$ cat config.mk
export PLATFORM = sky130hd
export DESIGN_NAME = ifu_fetch_ctrl
export DESIGN_NICKNAME = d
export VERILOG_FILES = /design/src/rtl/ifu_fetch_ctrl.sv
export SDC_FILE = /design/constraint.sdc
export NUM_CORES = 1
export LEC_CHECK = 0
export BUFFER_PORTS_ARGS = -buffer_cell sky130_fd_sc_hd__buf_2
export CAP_MARGIN = 20
export CORE_MARGIN = 3
export CORE_UTILIZATION = 61
export DETAILED_ROUTE_END_ITERATION = 8
export PLACE_DENSITY = 0.93
export SETUP_SLACK_MARGIN = 0.3
export SLEW_MARGIN = 5
export SYNTH_ARGS = -nofsm -noshare
export SYNTH_HDL_FRONTEND = slang
export SYNTH_SLANG_ARGS = --single-unit
export TNS_END_PERCENT = 30
$ cat constraint.sdc
create_clock -name clk -period 7.5 [get_ports clk]
set_input_delay 0.75 -clock clk [delete_from_list [all_inputs] [get_ports clk]]
set_output_delay 0.75 -clock clk [all_outputs]
set_load 0.02 [all_outputs]
$ cat src/rtl/ifu_fetch_ctrl.sv
// RV32 instruction-fetch front end: owns the fetch PC, issues imem requests, buffers responses for decode.
// Optional performance counters are built when IFU_PERF_CNT_EN is defined.
// state | meaning
// BOOT  | single idle cycle after reset, no request
// FETCH | normal sequential issue under the credit limit
// FLUSH | discarding stale responses left over from a redirect
module ifu_fetch_ctrl #(
    parameter logic [31:0] RESET_PC  = 32'h0000_0000,
    parameter int          BUF_DEPTH = 2
) (
    input  logic        clk,
    input  logic        reset,
    output logic        imem_req_valid,
    input  logic        imem_req_ready,
    output logic [31:0] imem_req_addr,
    input  logic        imem_rsp_valid,
    input  logic [31:0] imem_rsp_data,
    input  logic        redirect_valid,
    input  logic [31:0] redirect_pc,
    output logic        if_valid,
    input  logic        if_ready,
    output logic [31:0] if_instr,
    output logic [31:0] if_pc,
    output logic [31:0] if_pcplus4
`ifdef IFU_PERF_CNT_EN
    ,
    output logic [31:0] perf_fetch_cnt,
    output logic [31:0] perf_drop_cnt
`endif
);

    localparam logic [1:0] BOOT  = 2'd0;
    localparam logic [1:0] FETCH = 2'd1;
    localparam logic [1:0] FLUSH = 2'd2;

    localparam int              PW       = (BUF_DEPTH > 1) ? $clog2(BUF_DEPTH) : 1;
    localparam logic [PW-1:0]   LAST_IDX = PW'(BUF_DEPTH - 1);
    localparam logic [3:0]      DEPTH_C  = 4'(BUF_DEPTH);

    logic [1:0]    state_q, state_d;
    logic [31:0]   pc_q, pc_d;
    logic [3:0]    out_cnt_q, out_cnt_d;
    logic [3:0]    buf_cnt_q, buf_cnt_d;
    logic [3:0]    drop_cnt_q, drop_cnt_d;
    logic [PW-1:0] pend_wr_q, pend_wr_d, pend_rd_q, pend_rd_d;
    logic [PW-1:0] buf_wr_q, buf_wr_d, buf_rd_q, buf_rd_d;
    logic [31:0]   pend_pc_q   [BUF_DEPTH];
    logic [31:0]   pend_pc_d   [BUF_DEPTH];
    logic [31:0]   buf_pc_q    [BUF_DEPTH];
    logic [31:0]   buf_pc_d    [BUF_DEPTH];
    logic [31:0]   buf_instr_q [BUF_DEPTH];
    logic [31:0]   buf_instr_d [BUF_DEPTH];

    logic issue, rsp_keep, rsp_drop, pop;

    function automatic logic [PW-1:0] ptr_inc(input logic [PW-1:0] p);
        return (p == LAST_IDX) ? '0 : p + 1'b1;
    endfunction

    // Credit counts both in-flight requests and buffered instructions, so responses never overflow.
    assign imem_req_valid = (state_q == FETCH) && !redirect_valid
                            && ((out_cnt_q + buf_cnt_q) < DEPTH_C);
    assign imem_req_addr  = pc_q;
    assign issue          = imem_req_valid && imem_req_ready;
    assign rsp_keep       = imem_rsp_valid && !redirect_valid && (state_q != FLUSH);
    assign rsp_drop       = imem_rsp_valid && !rsp_keep;
    assign if_valid       = (buf_cnt_q != 4'd0);
    assign pop            = if_valid && if_ready && !redirect_valid;

    assign if_instr   = if_valid ? buf_instr_q[buf_rd_q] : '0;
    assign if_pc      = if_valid ? buf_pc_q[buf_rd_q] : '0;
    assign if_pcplus4 = if_valid ? (buf_pc_q[buf_rd_q] + 32'd4) : '0;

    always_comb begin
        state_d     = state_q;
        pc_d        = pc_q;
        out_cnt_d   = out_cnt_q;
        buf_cnt_d   = buf_cnt_q;
        drop_cnt_d  = drop_cnt_q;
        pend_wr_d   = pend_wr_q;
        pend_rd_d   = pend_rd_q;
        buf_wr_d    = buf_wr_q;
        buf_rd_d    = buf_rd_q;
        pend_pc_d   = pend_pc_q;
        buf_pc_d    = buf_pc_q;
        buf_instr_d = buf_instr_q;

        if (issue) begin
            pc_d                 = pc_q + 32'd4;
            pend_pc_d[pend_wr_q] = pc_q;
            pend_wr_d            = ptr_inc(pend_wr_q);
        end
        if (issue && !imem_rsp_valid) begin
            out_cnt_d = out_cnt_q + 4'd1;
        end else if (!issue && imem_rsp_valid) begin
            out_cnt_d = out_cnt_q - 4'd1;
        end

        if (rsp_keep) begin
            buf_pc_d[buf_wr_q]    = pend_pc_q[pend_rd_q];
            buf_instr_d[buf_wr_q] = imem_rsp_data;
            buf_wr_d              = ptr_inc(buf_wr_q);
            pend_rd_d             = ptr_inc(pend_rd_q);
        end
        if (pop) begin
            buf_rd_d = ptr_inc(buf_rd_q);
        end
        if (rsp_keep && !pop) begin
            buf_cnt_d = buf_cnt_q + 4'd1;
        end else if (!rsp_keep && pop) begin
            buf_cnt_d = buf_cnt_q - 4'd1;
        end

        case (state_q)
            BOOT: state_d = FETCH;
            FLUSH: begin
                if (rsp_drop && (drop_cnt_q != 4'd0)) begin
                    drop_cnt_d = drop_cnt_q - 4'd1;
                end
                if (drop_cnt_d == 4'd0) begin
                    state_d = FETCH;
                end
            end
            default: state_d = FETCH;
        endcase

        // Redirect wins over everything; the pending-PC FIFO restarts empty since stale entries are only counted.
        if (redirect_valid) begin
            pc_d       = redirect_pc & 32'hFFFF_FFFC;
            buf_cnt_d  = 4'd0;
            buf_rd_d   = '0;
            buf_wr_d   = '0;
            pend_rd_d  = '0;
            pend_wr_d  = '0;
            drop_cnt_d = out_cnt_d;
            state_d    = (out_cnt_d != 4'd0) ? FLUSH : FETCH;
        end
    end

    always_ff @(posedge clk) begin
        if (reset) begin
            state_q    <= BOOT;
            pc_q       <= RESET_PC;
            out_cnt_q  <= 4'd0;
            buf_cnt_q  <= 4'd0;
            drop_cnt_q <= 4'd0;
            pend_wr_q  <= '0;
            pend_rd_q  <= '0;
            buf_wr_q   <= '0;
            buf_rd_q   <= '0;
            for (int i = 0; i < BUF_DEPTH; i++) begin
                pend_pc_q[i]   <= '0;
                buf_pc_q[i]    <= '0;
                buf_instr_q[i] <= '0;
            end
        end else begin
            state_q     <= state_d;
            pc_q        <= pc_d;
            out_cnt_q   <= out_cnt_d;
            buf_cnt_q   <= buf_cnt_d;
            drop_cnt_q  <= drop_cnt_d;
            pend_wr_q   <= pend_wr_d;
            pend_rd_q   <= pend_rd_d;
            buf_wr_q    <= buf_wr_d;
            buf_rd_q    <= buf_rd_d;
            pend_pc_q   <= pend_pc_d;
            buf_pc_q    <= buf_pc_d;
            buf_instr_q <= buf_instr_d;
        end
    end

`ifdef IFU_PERF_CNT_EN
    logic [31:0] perf_fetch_q, perf_fetch_d, perf_drop_q, perf_drop_d;

    always_comb begin
        perf_fetch_d = perf_fetch_q + {31'd0, issue};
        perf_drop_d  = perf_drop_q + {31'd0, rsp_drop};
    end

    always_ff @(posedge clk) begin
        if (reset) begin
            perf_fetch_q <= '0;
            perf_drop_q  <= '0;
        end else begin
            perf_fetch_q <= perf_fetch_d;
            perf_drop_q  <= perf_drop_d;
        end
    end

    assign perf_fetch_cnt = perf_fetch_q;
    assign perf_drop_cnt  = perf_drop_q;
`endif

endmodule

* Yosys cells after proc, flatten, opt, wreduce, memory -nomap -nowiden
Cells that the tools add are included.
** Word-level totals
- Bits of input ports :: 70
- Register bits after elaboration :: 242
** Cells by class
- Reductions and logical operators :: 28
- Multiplexer cells :: 37
- Eq/ne operators :: 4
- Bitwise gates (word level) :: 4
- Magnitude comparators :: 7
- $add $sub $neg :: 12
** Operator list (number)
- 32-bit two-way mux :: 16
- 64-bit bitwise mux :: 3
- 32-bit by 3-bit adder with 32-bit output, second input constant :: 2
- 32-bit demux with 1-bit select :: 2
- 4-bit two-way mux :: 8
- 1-bit logical AND :: 15
- 4-bit nonzero test :: 3
- 4-bit by 1-bit subtractor with 4-bit output, second input constant :: 3
- 4-bit by 1-bit adder with 4-bit output, second input constant :: 2
- 2-bit >= comparator, second input constant :: 4
- 2-bit two-way mux :: 4
- 1-bit inverter with 2-bit output :: 4
- 2-bit nonzero test :: 3
- 1-bit zero test :: 5
- 1-bit adder, second input constant :: 4
- 4-bit adder :: 1
- 4-bit zero test :: 1
- 2-bit by 1-bit < comparator with 1-bit output, second input constant :: 2
- 4-bit by 2-bit < comparator with 1-bit output, second input constant :: 1
- 1-bit two-way mux :: 4
- 3-bit != test, second input constant :: 1
- 2-bit by 1-bit equality test with 1-bit output, second input constant :: 1
- 2-bit equality test, second input constant :: 1
- 2-bit != test, second input constant :: 1
- 2-bit OR reduction :: 1

* Depth between registers and ports, before layout
- Depth after elaboration :: 12
- Gate-level depth with buffers :: 13
- Gate-level depth less buffers :: 12

* Worst setup path after synthesis
No wires, ideal clock.
- Kind :: flip-flop to output port
- Start point :: register buf_rd_q
- End point :: output if_pcplus4[22]
- Cell stages (with the launch flop) :: 14
- Path slack :: 3.846 ns
- Path buffers :: 5
- Arrival time :: 2.904 ns
- Cell sequence :: dfxtp_1 > buf_6 > buf_6 > buf_6 > buf_2 > buf_2 > mux2_2 > ha_1 > inv_1 > a211oi_1 > nand4_2 > nor3b_2 > xor2_1 > nor2_1
** On the way
- Word-level cells in the longest chain between the ends :: 6
** RTL lines
- from (decl) :: RTL line 46 : logic [PW-1:0] buf_wr_q, buf_wr_d, buf_rd_q, buf_rd_d;
- from (signal assigned) :: RTL line 165 : buf_rd_q <= buf_rd_d;
- 1-bit inverter with 2-bit output (not written as such) :: RTL line 72 : assign if_pcplus4 = if_valid ? (buf_pc_q[buf_rd_q] + 32'd4) : '0;
- 32-bit two-way mux (not written as such) (3 in series) :: RTL line 72
- 32-bit by 3-bit adder with 32-bit output :: RTL line 72
- 32-bit two-way mux :: RTL line 72
- to (decl) :: RTL line 24 : output logic [31:0] if_pcplus4
Every way passes these cells. The select of a mux whose other input is x is not followed.

* Worst setup path after layout
- Start point :: register buf_rd_q
- End point :: output if_pcplus4[30]
The elaborated chain is that of the path after synthesis.

==> flow_summary.toml <==
[timing]
max_freq_mhz = 196
fin_crit_ns = 5.10
finalHoldViolCount = 0
fin_crit_sh_pct = 68.0
setup_tns_ns = 0
skew_ns = 0.0176
slew_headroom_pct = 32.8
setup_violations = 0
worstMarginPinSlew_ns = 1.01
drv_slew = 0
rsz0062_at_grt = "false"

[setup_path]
crit_fanout = 54
r2r_start = "buf_cnt_q[0]"
crit_buf_inv = 4
worstPathRequired_ns = 6.75
crit_chain = "buf_4, mux2i_1, inv_1, ha_1, inv_1, a211oi_1, nand4_2, nor3_1, xor2_1, nor2_1, buf_2"
start_kind = "flip-flop"
slowest_delay_ns = 0.75
worstSetupPathType = "flip-flop to output port"
critPathLaunch = "buf_rd_q"
critPathCaptureType = "output port"
crit_arrival_ns = 4.35
crit_path_frequent_cell = "inv_1"
path_delay_family = "buffers and inverters"
cp_slowest_cell = "buf_4"

[logic_synthesis]
synthTopCellsByArea = "dfxtp_1 (41%), nand2_1 (8.8%), mux2i_1 (8.1%)"
yosys_warnings = 0
synth-seq-area-share_pct = 41.1
synth_top_area_cell = "dfxtp_1"
netlist_area_sq_um = 11300
syn_inst = 1447
avgSynthCellArea_sq_um = 7.81
synthArstFlopShare_pct = 0
synth_cell_types = 59
synth_flop_cell = "dfxtp_1"
ys_ff_latch = 232
synth_edf_count = 0
synth_top_area_share_pct = 41.1

[global_route]
grt_pass1_wl_mm = 47.3
grt_use_total_pct = 27.7
overflow = 0
antenna_found_initial = 2
grt_pass1_vias = 9627
grt_max_degree = 128

[cts]
cts-resized-gates = 0
clk_latency_ns = 0.50
postCtsSetupRepairBufs = 0
clk_pin_slew_ns = 0.06
cts_tree = "done"
cts_sinks = 232
cts_hold_buf = 0
cts-root-buf = "clkbuf_16"
ctsLongestPathBuffers = 3
cts_made_buffers = 23
htree_levels = 1

[cells_and_area]
area_growth_pct = 14.9
final_nets = 1645
final_area_sq_um = 13000
drive_above_1_share_pct = 16.6

[pwr]
leakage_nw = 4.76
peakVddDrop_v = 0.000174
power_density_nw_per_um2 = 226
power_mw = 2.93

[placement]
placed_area_sq_um = 12200
gp_congestion = 0.928
port_buffers = 191
dp_hpwl_mm = 19.0

[floorplan]
initial_core_util_pct = 62.5
die-height_um = 142
num_rows = 49
fp.dieW_um = 142
io_pins = 200
design.core.area_sq_um = 18100
die-area_sq_um = 20200

[min_path]
hold_class = "flip-flop to flip-flop"
hp-start = "buf_instr_q[29]"

[route]
antenna_left = 0
drc = 0
wl_per_cell_um = 16.4
routed_wirelength_mm = 29.8
first_pass_iters = 9
dr.first_iter.drc_count = 1129
post_drt_via_cell_ratio = 5.99
vias = 10834

[run_status]
status = "completed"

[run]
maxCapViolCount = 0
-- final cells by class --
class / instances / area [sq um]
clock inverters: 6 / 80.1
inverters: 23 / 86.3
well taps: 229 / 287
flip-flops and latches: 232 / 4650
diodes: 2 / 5.00
clock buffers: 34 / 687
multi-input cells: 1077 / 6090
repair buffers: 206 / 1090
fillers: 1375 / 5100
-- through the flow --
stage	setup slack, ns	hold WS (ns)	util (%)	cells
finish	2.40	0.452	71.8	1809
global placement	3.02	0.441	67.4	1766
global route	2.13	0.469	71.8	1809
CTS	2.40	0.454	71.6	1806
detailed placement	2.93	0.446	67.4	1766
floorplan	3.85	0.436	-	1452
-- cell usage in the layout, fill, tap and decap left out, types with 14 or more instances in the layout --
cell / count
mux2i_1: 91
buf_4: 14
dfxtp_1: 230
clkbuf_16: 23
nand2_1: 264
nor3_1: 18
buf_2: 190
nand3_1: 61
inv_1: 22
a21oi_1: 163
xnor2_1: 21
o21ai_0: 25
xor2_1: 20
a211oi_1: 68
nor2_1: 200
-- power breakdown --
group	internal, mW	switching [mW]	leakage (nW)
Sequential	1.28	0.0660	1.89
Combinational	0.148	0.273	2.49
Clock	0.699	0.459	0.382
-- cells by family after synthesis --
group | count (synthesis) | synth area share (%)
compound gates | 309 | 16.6
xor+xnor | 42 | 3.38
fa+ha+maj | 12 | 1.46
buf+inv | 143 | 5.35
flops | 232 | 41.1
mux | 95 | 8.46
other cells | 1 | 0.0332
simple gates | 613 | 23.6
-- state kept, by name, indices dropped and copies added, names as in the netlist --
signal	count
buf_pc_q	60
out_cnt_q	4
pend_rd_q	1
buf_rd_q	1
buf_instr_q	64
buf_wr_q	1
state_q	2
pend_pc_q	60
imem_req_addr	30
pend_wr_q	1
buf_cnt_q	4
drop_cnt_q	4
-- routing by layer --
| layer | vias to the layer above | wire length [um] | global-route usage (%) |
|---|---|---|---|
| met2 | 517 | 14000 | 44.1 |
| met5 | - | 0 | 0 |
| li1 | 5206 | - | - |
| met3 | 71 | 2370 | 3.13 |
| met4 | 0 | 835 | 9.70 |
| met1 | 5040 | 12600 | 39.1 |
-- worst min-delay path: stages (launching register included) --
cell and delay (ns):
dfxtp_1 0.31, nand2_1 0.05, a21oi_1 0.05
-- synthesized netlist by cell type (all sizes together), types with 8 or more instances --
cell,n
nor2,201
clkbuf,86
a211oi,68
and2,8
mux2i,91
xor2,20
nand4,10
nand3,61
a21oi,163
xnor2,21
a31oi,10
nor3,19
o21ai,27
nand3b,10
nand2,264
dfxtp,232
buf,34
ha,10
inv,22
-- path summary, 6_finish.rpt --
check	depth (start not counted)	end	slack [ns]
min reg2reg	2	buf_instr_q[29]	0.45
min	2	buf_instr_q[29]	0.45
max	11	if_pcplus4[30]	2.40
max reg2reg	12	buf_cnt_q[3]	4.09
(Power assumes the default switching activity.)
